`src/rtl/intc_pkg.sv`:
```
// Shared register map, bit positions and FSM encoding for the interrupt controller.
package intc_pkg;
  localparam logic [1:0] ADDR_CTRL = 2'd0;
  localparam logic [1:0] ADDR_MASK = 2'd1;
  localparam logic [1:0] ADDR_PEND = 2'd2;
  localparam logic [1:0] ADDR_STAT = 2'd3;

  localparam int CTRL_GIE_BIT   = 0;
  localparam int STAT_INSVC_BIT = 31;

  typedef enum logic [1:0] {IDLE, REQ, SERVICE} state_e;
endpackage

```
`src/rtl/intc_priority_enc.sv`:
```
// Lowest-index-first priority encoder: bit 0 wins over every higher bit.
module intc_priority_enc #(
  parameter int NUM_IRQ = 6,
  parameter int ID_W    = 3
) (
  input  logic [NUM_IRQ-1:0] vec_i,
  output logic               valid_o,
  output logic [ID_W-1:0]    id_o
);
  always_comb begin
    valid_o = |vec_i;
    id_o    = '0;
    // Scan downward so the last hit, the lowest index, sticks.
    for (int i = NUM_IRQ - 1; i >= 0; i--)
      if (vec_i[i]) id_o = ID_W'(i);
  end
endmodule

```
`src/rtl/interrupt_controller.sv`:
```
// Interrupt controller: sync, pending latch, mask/GIE, priority arbitration, REQ/SERVICE tracking.
// Build option INTC_EDGE_TRIGGER_EN: edge-set / W1C / ack-clear pending instead of level pending.
module interrupt_controller
  import intc_pkg::*;
#(
  parameter int NUM_IRQ = 6,
  parameter int ID_W    = 3
) (
  input  logic               clock,
  input  logic               reset,
  input  logic [NUM_IRQ-1:0] irq_in,
  input  logic               reg_cs,
  input  logic               reg_we,
  input  logic [1:0]         reg_addr,
  input  logic [31:0]        reg_wdata,
  output logic [31:0]        reg_rdata,
  output logic               int_req,
  output logic [ID_W-1:0]    int_id,
  input  logic               int_ack,
  input  logic               eret
);
  logic [NUM_IRQ-1:0] sync1_q, sync2_q, pend_q, pend_d, mask_q, eligible;
  logic               gie_q, wr_en, win_vld;
  logic [ID_W-1:0]    win_id, int_id_q;
  logic               int_req_q;
  state_e             state_q;
  logic               unused_wdata;

  assign wr_en        = reg_cs & reg_we;
  assign unused_wdata = ^reg_wdata[31:NUM_IRQ];

  always_ff @(posedge clock or negedge reset) begin
    if (!reset) begin
      sync1_q <= '0;
      sync2_q <= '0;
      pend_q  <= '0;
      mask_q  <= '0;
      gie_q   <= 1'b0;
    end else begin
      sync1_q <= irq_in;
      sync2_q <= sync1_q;
      pend_q  <= pend_d;
      if (wr_en && reg_addr == ADDR_CTRL) gie_q  <= reg_wdata[CTRL_GIE_BIT];
      if (wr_en && reg_addr == ADDR_MASK) mask_q <= reg_wdata[NUM_IRQ-1:0];
    end
  end

`ifdef INTC_EDGE_TRIGGER_EN
  logic [NUM_IRQ-1:0] sync3_q, rise, clr;

  always_ff @(posedge clock or negedge reset) begin
    if (!reset) sync3_q <= '0;
    else        sync3_q <= sync2_q;
  end

  assign rise = sync2_q & ~sync3_q;

  // Clear sources are applied first so a same-cycle rising edge still sets the bit.
  always_comb begin
    clr = '0;
    if (wr_en && reg_addr == ADDR_PEND) clr = reg_wdata[NUM_IRQ-1:0];
    if (state_q == REQ && int_ack) clr[int_id_q] = 1'b1;
    pend_d = (pend_q & ~clr) | rise;
  end
`else
  assign pend_d = sync2_q;
`endif

  assign eligible = gie_q ? (pend_q & mask_q) : '0;

  intc_priority_enc #(.NUM_IRQ(NUM_IRQ), .ID_W(ID_W)) u_enc (
    .vec_i   (eligible),
    .valid_o (win_vld),
    .id_o    (win_id)
  );

  always_ff @(posedge clock or negedge reset) begin
    if (!reset) begin
      state_q   <= IDLE;
      int_req_q <= 1'b0;
      int_id_q  <= '0;
    end else begin
      case (state_q)
        IDLE: if (win_vld) begin
          state_q   <= REQ;
          int_req_q <= 1'b1;
          int_id_q  <= win_id;
        end
        REQ: if (int_ack) begin
          state_q   <= SERVICE;
          int_req_q <= 1'b0;
        end else if (!win_vld) begin
          state_q   <= IDLE;
          int_req_q <= 1'b0;
        end else begin
          int_id_q  <= win_id;
        end
        SERVICE: if (eret) state_q <= IDLE;
        default: begin
          state_q   <= IDLE;
          int_req_q <= 1'b0;
        end
      endcase
    end
  end

  assign int_req = int_req_q;
  assign int_id  = int_id_q;

  always_comb begin
    reg_rdata = '0;
    case (reg_addr)
      ADDR_CTRL: reg_rdata[CTRL_GIE_BIT] = gie_q;
      ADDR_MASK: reg_rdata[NUM_IRQ-1:0]  = mask_q;
      ADDR_PEND: reg_rdata[NUM_IRQ-1:0]  = pend_q;
      default: begin
        reg_rdata[STAT_INSVC_BIT] = (state_q == SERVICE);
        reg_rdata[ID_W-1:0]       = int_id_q;
      end
    endcase
  end
endmodule

```
`config.mk`:
```
export PLATFORM = sky130hd
export DESIGN_NAME = interrupt_controller
export DESIGN_NICKNAME = d
export VERILOG_FILES = /design/src/rtl/intc_pkg.sv /design/src/rtl/intc_priority_enc.sv /design/src/rtl/interrupt_controller.sv
export SDC_FILE = /design/constraint.sdc
export NUM_CORES = 1
export LEC_CHECK = 0
export CAP_MARGIN = 20
export CORE_UTILIZATION = 37
export DETAILED_ROUTE_END_ITERATION = 10
export PLACE_DENSITY_LB_ADDON = 0.3
export REMOVE_ABC_BUFFERS = 1
export SKIP_LAST_GASP = 1
export SYNTH_ARGS = -nofsm -noshare
export SYNTH_HDL_FRONTEND = slang
export SYNTH_SLANG_ARGS = --single-unit
```
`constraint.sdc`:
```
create_clock -name clock -period 2 [get_ports clock]
set_clock_uncertainty 0.05 [all_clocks]
set_input_delay 0.3 -clock clock [delete_from_list [all_inputs] [get_ports clock]]
set_output_delay 0.3 -clock clock [all_outputs]
set_load 0.005 [all_outputs]
```
# == Word-level counts from Yosys, hierarchy flattened ==
# Index checks and enable logic that the tools add are counted.
# Widths: inputs -> output; s select.
# word_totals
regBits,31
elab_cells,52
# classes
bitwise_logic,3
n_mux,23
reduce_logical,10
eq_ne,8
# ops
op,n
$mux 3,8
$pmux 2 s3,2
$pmux 3 s2,2
$mux 2,4
$and 6x6->6,1
$mux 6,1
$ne 2x2->1 const B,3
$pmux 1 s3,2
$reduce_and 3->1,2
$reduce_or 6->1,1
$eq 2x1->1 const B,2
$eq 2x2->1 const B,2
$logic_not 2->1,2
$mux 1,4
$ne 3x3->1 const B,1
$reduce_or 3->1,1
$logic_and 1x1->1,2
$reduce_and 2->1,1
$reduce_bool 2->1,1
$and 1x1->1,1
$not 1->1,1

# == Logic depth before layout (Yosys ltp) ==
# logic_depth
depth_word,11
depth_mapped,4
mapped_depth_nobuf,4

# == Cells and area by module ==
# A second synthesis with hierarchy kept.
# hier_totals
hier_cells,118
area_unflattened_um2,1407.6
# by_module_without_submodules
mod,area_per_inst_um2,cells_per_inst,n_inst
interrupt_controller,1355.0,108,1
intc_priority_enc,52.6,10,1

# == Worst setup path after synthesis ==
# No wires, ideal clock.
# synth_path
kind,register to register
startpoint,reg state_q[1]
endpoint,"reg int_id_q[0], in the netlist int_id[0]"
path_stages_with_launch,5
arrival_time_ns,1.225
synth_period_minus_slack_ns,1.400
setup_slack_ns,0.600
setup_ns,0.125
required_ns,1.825
cell_sequence,dfrtp_1 > and2b_1 > a21boi_2 > and2_4 > mux2_4
# synth_via
elab_chain_cells,3
# synth_lines
item,line,rtl
from (decl),interrupt_controller.sv:26,state_e state_q;
from (signal assigned),interrupt_controller.sv:79,state_q <= IDLE;
from (signal assigned),interrupt_controller.sv:85,state_q <= REQ;
from (signal assigned),interrupt_controller.sv:90,state_q <= SERVICE;
$eq 2x1->1 or $logic_not 2->1 (tied branches),interrupt_controller.sv:83,case (state_q)
$ne 2x2->1 (no source line) or $reduce_bool 2->1 (tied branches),n/a,
$reduce_and 2->1 (no source line),n/a,
to (signal assigned),interrupt_controller.sv:87,int_id_q <= win_id;
to (signal assigned),interrupt_controller.sv:96,int_id_q <= win_id;
to (decl),interrupt_controller.sv:24,"logic [ID_W-1:0] win_id, int_id_q;"
# Parallel ways exist; a longest one is shown, timed or not.
# A chain may end at the register's enable or synchronous reset.

# == Worst setup path in the final report ==
# layout_path
startpoint,in reg_addr[1]
endpoint,out reg_rdata[1]
# layout_via
elab_chain_cells,2
# layout_lines
item,line,rtl
from (decl),interrupt_controller.sv:14,"input logic [1:0] reg_addr,"
$eq 2x2->1 (tied with other cells),interrupt_controller.sv:112,case (reg_addr)
$pmux 2 s3 *,interrupt_controller.sv:112,
to (decl),interrupt_controller.sv:16,"output logic [31:0] reg_rdata,"
# Every way passes the cells marked *; elsewhere a longest branch is shown, timed or not.

==> results.py <==
metrics = {
    "timing": {
        "min_period_over_period_pct": 98.6,
        "rsz0062_at_grt": "yes",
        "finalSetupViolations": 0,
        "fmax_mhz": 507,
        "whs_ns": 0.295,
        "min_period_ns": 1.97,
        "drv_slew": 0,
        "hold_violations": 0,
        "setup_tns_ns": 0,
    },
    "floorplanning": {
        "initial_core_util_pct": 38.4,
        "fp.dieArea_sq_um": 4060,
        "core-area_sq_um": 3660,
        "rows": 22,
        "pin_count": 82,
        "die_h_um": 63.7,
        "fp.dieW_um": 63.7,
    },
    "power": {
        "seqPwrFrac_pct": 48.3,
        "powerDensity_nw_per_um2": 942,
        "p_clk_share_pct": 28.3,
        "p_sw_uw": 456,
        "switching_share_pct": 27.0,
        "comb_power_share_pct": 23.4,
        "leakagePower_uw": 0.000847,
        "vdd_drop_max_v": 0.000458,
        "intPower_uw": 1240,
    },
    "worst_setup_path": {
        "critPathArrivalTime_ns": 1.62,
        "crit_required_ns": 1.65,
        "cp_max_fo": 6,
        "endpoint_kind": "output pin",
        "worstSetupStartpointType": "input port",
        "crit_type": "in2out",
    },
    "place": {
        "gp_congestion": 0.828,
        "dp_hpwl_um": 1790,
        "dp_cells": 196,
        "port_buffers": 30,
    },
    "synthesis": {
        "synthFlopType": "dfrtp_1",
        "ys_async_sr_fraction_pct": 100,
        "yosysSeqAreaShare_pct": 55.1,
        "synth_edf_count": 0,
        "syn_area_sq_um": 1410,
        "syn_inst": 116,
        "synth_seq_cells": 31,
        "synth.distinct_cells": 26,
        "synth_area_per_cell_sq_um": 12.1,
        "synth_warnings": 0,
    },
    "global_route": {
        "antenna_found_initial": 0,
        "grt_max_degree": 32,
        "gr-total-overflow": 0,
        "grt_pass1_vias": 900,
        "grt_pass1_wl_um": 3930,
        "track_usage_pct": 13.2,
    },
    "drt": {
        "firstDrtPassIters": 4,
        "routedWlPerCell_um": 11.6,
        "vias_per_cell": 4.40,
        "vias": 894,
        "totalWireLength_um": 2350,
        "final_antenna_net_count": 0,
        "drc": 0,
        "first_iter_violations": 30,
    },
    "clocking": {
        "htreeDepth": 2,
        "cts_tree": "built",
        "path_clk_slew_ns": 0.06,
        "cts.sinks": 31,
        "cts_root_buffer": "clkbuf_8",
        "post_cts_buffers": 0,
        "cts_buffer_depth": 2,
        "cts_buffers": 5,
        "holdBufCountCts": 0,
        "clock_latency_ns": 0.27,
    },
    "hold_path": {
        "hp-class": "reg2reg",
    },
    "cells_and_area": {
        "final_common_cell": "dfrtp_1",
        "fill_cells": 330,
        "final_cell_mix": "31 x dfrtp_1, 25 x conb_1, 23 x clkdlybuf4s50_1",
        "drive_gt1_share_pct": 18.1,
        "area_growth_pct": 27.6,
        "stdcell_count": 203,
        "fin_nets": 205,
        "multi_input_area_sq_um": 531,
        "diodes": 0,
        "regArea_sq_um": 776,
    },
    "flow_run": {
        "drv_cap": 0,
    },
    "run_status": {
        "status": "completed",
    },
}
-- area by class of cell --
type	count	area share (%)
clock buffer	6	4.60
tap	48	3.34
timing repair buffer	33	18.0
sequential	31	43.2
inverter	5	1.04
clock inverter	1	0.279
multi-input combinational	79	29.5
-- worst paths after layout --
check / start / to / slack [ns] / cells after the start
hold reg to reg: pend_d[3] / pend_q[3] / 0.29 / 0
hold / removal: pend_d[3] / pend_q[3] / 0.29 / 0
min in group asynchronous: reset / mask_q[2] / 0.36 / 2
setup reg to reg: state_q[1] / int_id[0] / 0.45 / 4
setup / recovery: reg_addr[1] / reg_rdata[1] / 0.03 / 5
max in group asynchronous: reset / mask_q[1] / 1.26 / 2
-- metal layers --
layer | track usage (%) | part of all wire, % | wire length [um] | up-vias
met5 | 0 | 0 | 0 | -
met4 | 5.97 | 0.81 | 19 | 0
met3 | 5.07 | 7.1 | 166 | 2
met2 | 22.7 | 50 | 1170 | 50
met1 | 14.2 | 42 | 994 | 416
li1 | - | - | - | 426
-- kinds of logic (layout without fill, tap and decap cells) --
group,Yosys count,count (layout),synth area share [%]
mux,9,9,7.38
other cells,1,25,0.266
flops,31,31,55.1
fa+ha+maj,4,4,3.56
buf+inv,30,45,14.7
compound gates,19,19,9.87
simple gates,22,22,9.16
-- power by group through the flow --
| stage | registers [uW] | clock network, uW | logic, uW |
|---|---|---|---|
| after CTS | 818 | 493 | 401 |
| after global routing | 832 | 535 | 438 |
| after detailed placement | 828 | 0 | 402 |
| after global placement | 822 | 0 | 393 |
| after floorplan | 808 | 0 | 202 |
| final | 818 | 478 | 396 |
-- cells in the mapped netlist, drive strengths merged (2+ instances only) --
cell type	number	share of area, %
nand3	2	0.71
inv	5	1.3
a22oi	6	3.9
nand4	2	1.3
nor2b	3	1.3
nand4b	2	1.2
ha	4	3.6
buf	25	13
mux2	8	6.7
a21oi	5	1.8
nand2	9	2.4
o21ai	4	1.4
dfrtp	31	55
-- through the flow --
step / worst slack (ns) / area (sq um) / power [uW] / utilization [%]
after floorplan: 0.600 / 1310 / 1010 / -
after global placement: -0.400 / 1690 / 1220 / 46.2
after detailed placement: -0.396 / 1690 / 1230 / 46.2
after CTS: 0.0226 / 1790 / 1710 / 48.9
after global routing: -0.0361 / 1800 / 1800 / 49.1
final: 0.0284 / 1800 / 1690 / 49.1
-- state kept, by name (all words and copies together), names as in the netlist --
name     flops
gie_q        1
int_id       3
int_req      1
mask_q       6
pend_d       6
pend_q       6
state_q      2
sync1_q      6
-- critical path, stage by stage --
cell,delay (ns)
dlygate4sd2_1,0.27
ha_1,0.27
a221oi_1,0.25
a21oi_1,0.08
clkdlybuf4s50_1,0.45
-- what timing repair did --
| item | in CTS | in global routing |
|---|---|---|
| resized for setup | 12 | 2 |
| endpoints found under the setup margin | 7 | 3 |
| pin swaps | 1 | 0 |
Power figures use the tool's default switching activity.
==> RTL edit 1, RTL diff (same settings) <==
Encoding of `state_e`: now one-hot (3 bits for 3 states).
--- a/src/rtl/intc_pkg.sv
+++ b/src/rtl/intc_pkg.sv
@@ -8,6 +8,6 @@
   localparam int CTRL_GIE_BIT   = 0;
   localparam int STAT_INSVC_BIT = 31;
 
-  typedef enum logic [1:0] {IDLE, REQ, SERVICE} state_e;
+  typedef enum logic [2:0] {IDLE = 3'b001, REQ = 3'b010, SERVICE = 3'b100} state_e;
 endpackage
 
Behaviour: same outputs for any inputs over 10 cycles, from zero or initial values and one cycle with reset low; not proved beyond that.
==> RTL edit 1 against the unedited design <==
Sequential cell count is 1 higher; worst setup slack better by 0.089 ns; wire length increased by 11%; combinational power increased by 17%; area after synthesis is 6.8% higher; cell area is 5.1% higher; total power increased by 4.9%; final cell count rose by 6.9%; critical path depth unchanged; critical path type unchanged; critical endpoint is now reg_rdata[31].
==> RTL edit 1: results (changes against the unedited design) <==
status=finished clean; fraction of layout cells with a size suffix above 1=18.3% (+0.28 points); met3 WL post-DR=153 µm (-7.8%); Comb. pwr=0.465 mW (+17%); mux share of post-synthesis cell area=7.90% (+0.53 points); final hold slack=0.297 ns (+0.00196 ns); crit path max fanout=3 (-3); fmax=0.531 GHz (+4.7%); Routed WL=2590 µm (+11%); grt met3 use=4.34% (-0.73 points); Sequential Power Share=48.8% (+0.5 points); GR Util met1=17.2% (+3.0 points); worst reg2reg setup slack=0.41 ns (-0.04 ns); synth cell count leaders=31 x dfrtp_1, 25 x buf_4, 8 x a22oi_1, 8 x nand2_1, 7 x mux2_2; critical path arrival=1.53 ns (-0.09 ns); fin nets=220 (+7.3%); met2 Track Usage GR=23.3% (+0.60 points); Hold Startpoint=sync1_q[5]$_DFF_PN0_; WL met1=1120 µm (+13%); Non-clk bufs=37 (+12%); Max IR drop VDD=0.000416 V (-9.2%); hold path endpoint=pend_d[5]$_DFF_PN0_; Signal buf overhead=18.1% (+0.055 points); largest net degree at the start of global routing=33 (+3.1%); Detailed Place HPWL=1980 µm (+11%); Layout fillers=345 (+4.5%); core footprint=3770 µm² (+3.0%); post-synthesis compound-gate area fraction=10.3% (+0.45 points); first-pass GRT wire length=4550 µm (+16%); multi-input combinational area share=31.1% (+1.6 points)
[RTL edit 1: changes by cell type after synthesis, moves of 2 or more]
cell      before  now
o21ai_0        4    2
nor2_1         0    2
nand2b_1       0    2
nand4b_1       2    0
a22oi_1        4    8
a22oi_2        2    0
[RTL edit 1: metrics by stage]
step	total power [mW]	instances	utilization (%)
floorplan	1.12	125	-
global placement	1.34	210	48.2
detailed placement	1.36	210	48.2
CTS	1.80	217	50.2
global route	1.89	217	50.1
finish	1.77	217	50.1
[RTL edit 1: how the worst max path moves through the flow]
stage                                  to  cells after the start
floorplan           int_id[0]$_DFFE_PN0P_                      4
global placement             reg_rdata[0]                      6
detailed placement           reg_rdata[0]                      6
CTS                          reg_rdata[0]                      6
global route                reg_rdata[31]                      5
finish                      reg_rdata[31]                      5
[RTL edit 1: worst max-delay path: stages]
cell and delay [ns]:
dlygate4sd2_1 0.26, buf_4 0.14, ha_1 0.17, and4bb_2 0.22, clkdlybuf4s50_1 0.44
==> RTL edit 2, RTL diff (same settings) <==
Made on the original files. `NUM_IRQ` is set to 6 in 2 places; all go to 8.
--- a/src/rtl/intc_priority_enc.sv
+++ b/src/rtl/intc_priority_enc.sv
@@ -1,6 +1,6 @@
 // Lowest-index-first priority encoder: bit 0 wins over every higher bit.
 module intc_priority_enc #(
-  parameter int NUM_IRQ = 6,
+  parameter int NUM_IRQ = 8,
   parameter int ID_W    = 3
 ) (
   input  logic [NUM_IRQ-1:0] vec_i,
--- a/src/rtl/interrupt_controller.sv
+++ b/src/rtl/interrupt_controller.sv
@@ -3,7 +3,7 @@
 module interrupt_controller
   import intc_pkg::*;
 #(
-  parameter int NUM_IRQ = 6,
+  parameter int NUM_IRQ = 8,
   parameter int ID_W    = 3
 ) (
   input  logic               clock,
Interface: changed (resized irq_in); port bits go from 82 to 84. No check against the original RTL was run, so the function may have changed too.
==> RTL edit 2 against the unedited design <==
The flow now finishes with violations (design-rule violations); fmax increased by 6.0%; wire length rose by 31%; cell area rose by 24%; sequential cell count up 8; worst setup slack better by 0.11 ns; worst hold slack lost 0.23 ns; total power increased by 33%; area after synthesis rose by 24%; largest power group unchanged.
==> RTL edit 2: results (changes against the unedited design) <==
critical path arrival=1.51 ns (-0.11 ns); status=finished, violations left; DRT Pass-1 Iters=7 (+3); fin nets=237 (+16%); met2 wire len=1440 µm (+23%); WL met1=1310 µm (+31%); met3 WL post-DR=206 µm (+24%); pre-CTS setup slack=-0.339 ns (+0.0578 ns); met2 Track Usage GR=21.3% (-1.5 points); Cells after DPL=229 (+17%); Seq/Total Area, Yosys=55.9% (+0.76 points); Detailed Place HPWL=2300 µm (+29%); crit path max fanout=8 (+2); drc violations=18 (+18); GR Util met1=16.4% (+2.2 points); DRT iter0 DRCs=90 (+200%); synth cell count leaders=39 x dfrtp_1, 23 x buf_4, 9 x mux2_2, 7 x a22oi_1; Worst path max stage delay=0.27 ns (-0.18 ns); final std cells w/o fill=237 (+17%); worst min-delay path category=in2async; LEAKAGE=1.01 nW (+19%); Tot Pwr=2.25 mW (+33%); Layout fillers=402 (+22%); total track usage=13.5% (+0.28 points); failing checks=design-rule violations; post-DR vias/cell=4.83 (+9.6%); vias in the first global route=1,148 (+28%); Post-DP Area=2110 µm² (+25%); gpl congestion=0.852 (+2.9%); fraction of layout cells with a size suffix above 1=20.0% (+1.9 points)
[RTL edit 2: cell count changes after synthesis, moves of 2 or more]
cell / change
mux2_2: +2
nor2_1: +3
nand4b_1: -2
nand2_2: +3
nand2b_1: +2
nand2_1: -4
nor2b_1: +2
buf_4: -2
a31oi_1: +2
a22oi_1: +3
dfrtp_1: +8
a32o_1: +2
a21oi_1: -2
[RTL edit 2: logic make-up (layout without fill, tap and decap cells)]
group,Yosys count,after routing,share of synthesized area [%]
AO/OA/AOI/OAI,30,30,15.3
adder cells (fa/ha/maj),5,5,3.58
buffers and inverters,30,55,11.5
flip-flops,39,39,55.9
multiplexers,10,10,6.38
other,1,23,0.215
AND/OR/NAND/NOR,23,23,7.24
[RTL edit 2: path summary, 6_finish.rpt]
kind / start / end / slack (ns) / cells after the start
max in group asynchronous: reset / pend_d[0]$_DFF_PN0_ / 1.31 / 1
worst min register to register: pend_d[7]$_DFF_PN0_ / pend_q[7]$_DFF_PN0_ / 0.30 / 0
worst max-delay path: reg_addr[1] / reg_rdata[3] / 0.14 / 7
min in group clock: pend_d[7]$_DFF_PN0_ / pend_q[7]$_DFF_PN0_ / 0.30 / 0
worst min-delay path: reset / mask_q[7]$_DFFE_PN0P_ / 0.06 / 1
worst max register to register: pend_q[2]$_DFF_PN0_ / int_id[1]$_DFFE_PN0P_ / 0.67 / 4
[RTL edit 2: area by class of cell]
type / count / share of cell area (%)
multi-input cells: 91 / 29.6
clock buffers: 6 / 3.71
inverters: 5 / 0.844
flip-flops and latches: 39 / 43.9
well taps: 52 / 2.93
clock inverters: 2 / 1.58
repair buffers: 42 / 17.4
[RTL edit 2: repair_timing]
item | 4_1_cts | 5_1_grt
buffers inserted | 0 | 0
gates resized for setup | 13 | 0
hold endpoints to repair | 0 | 0
setup endpoints to repair | 9 | 0
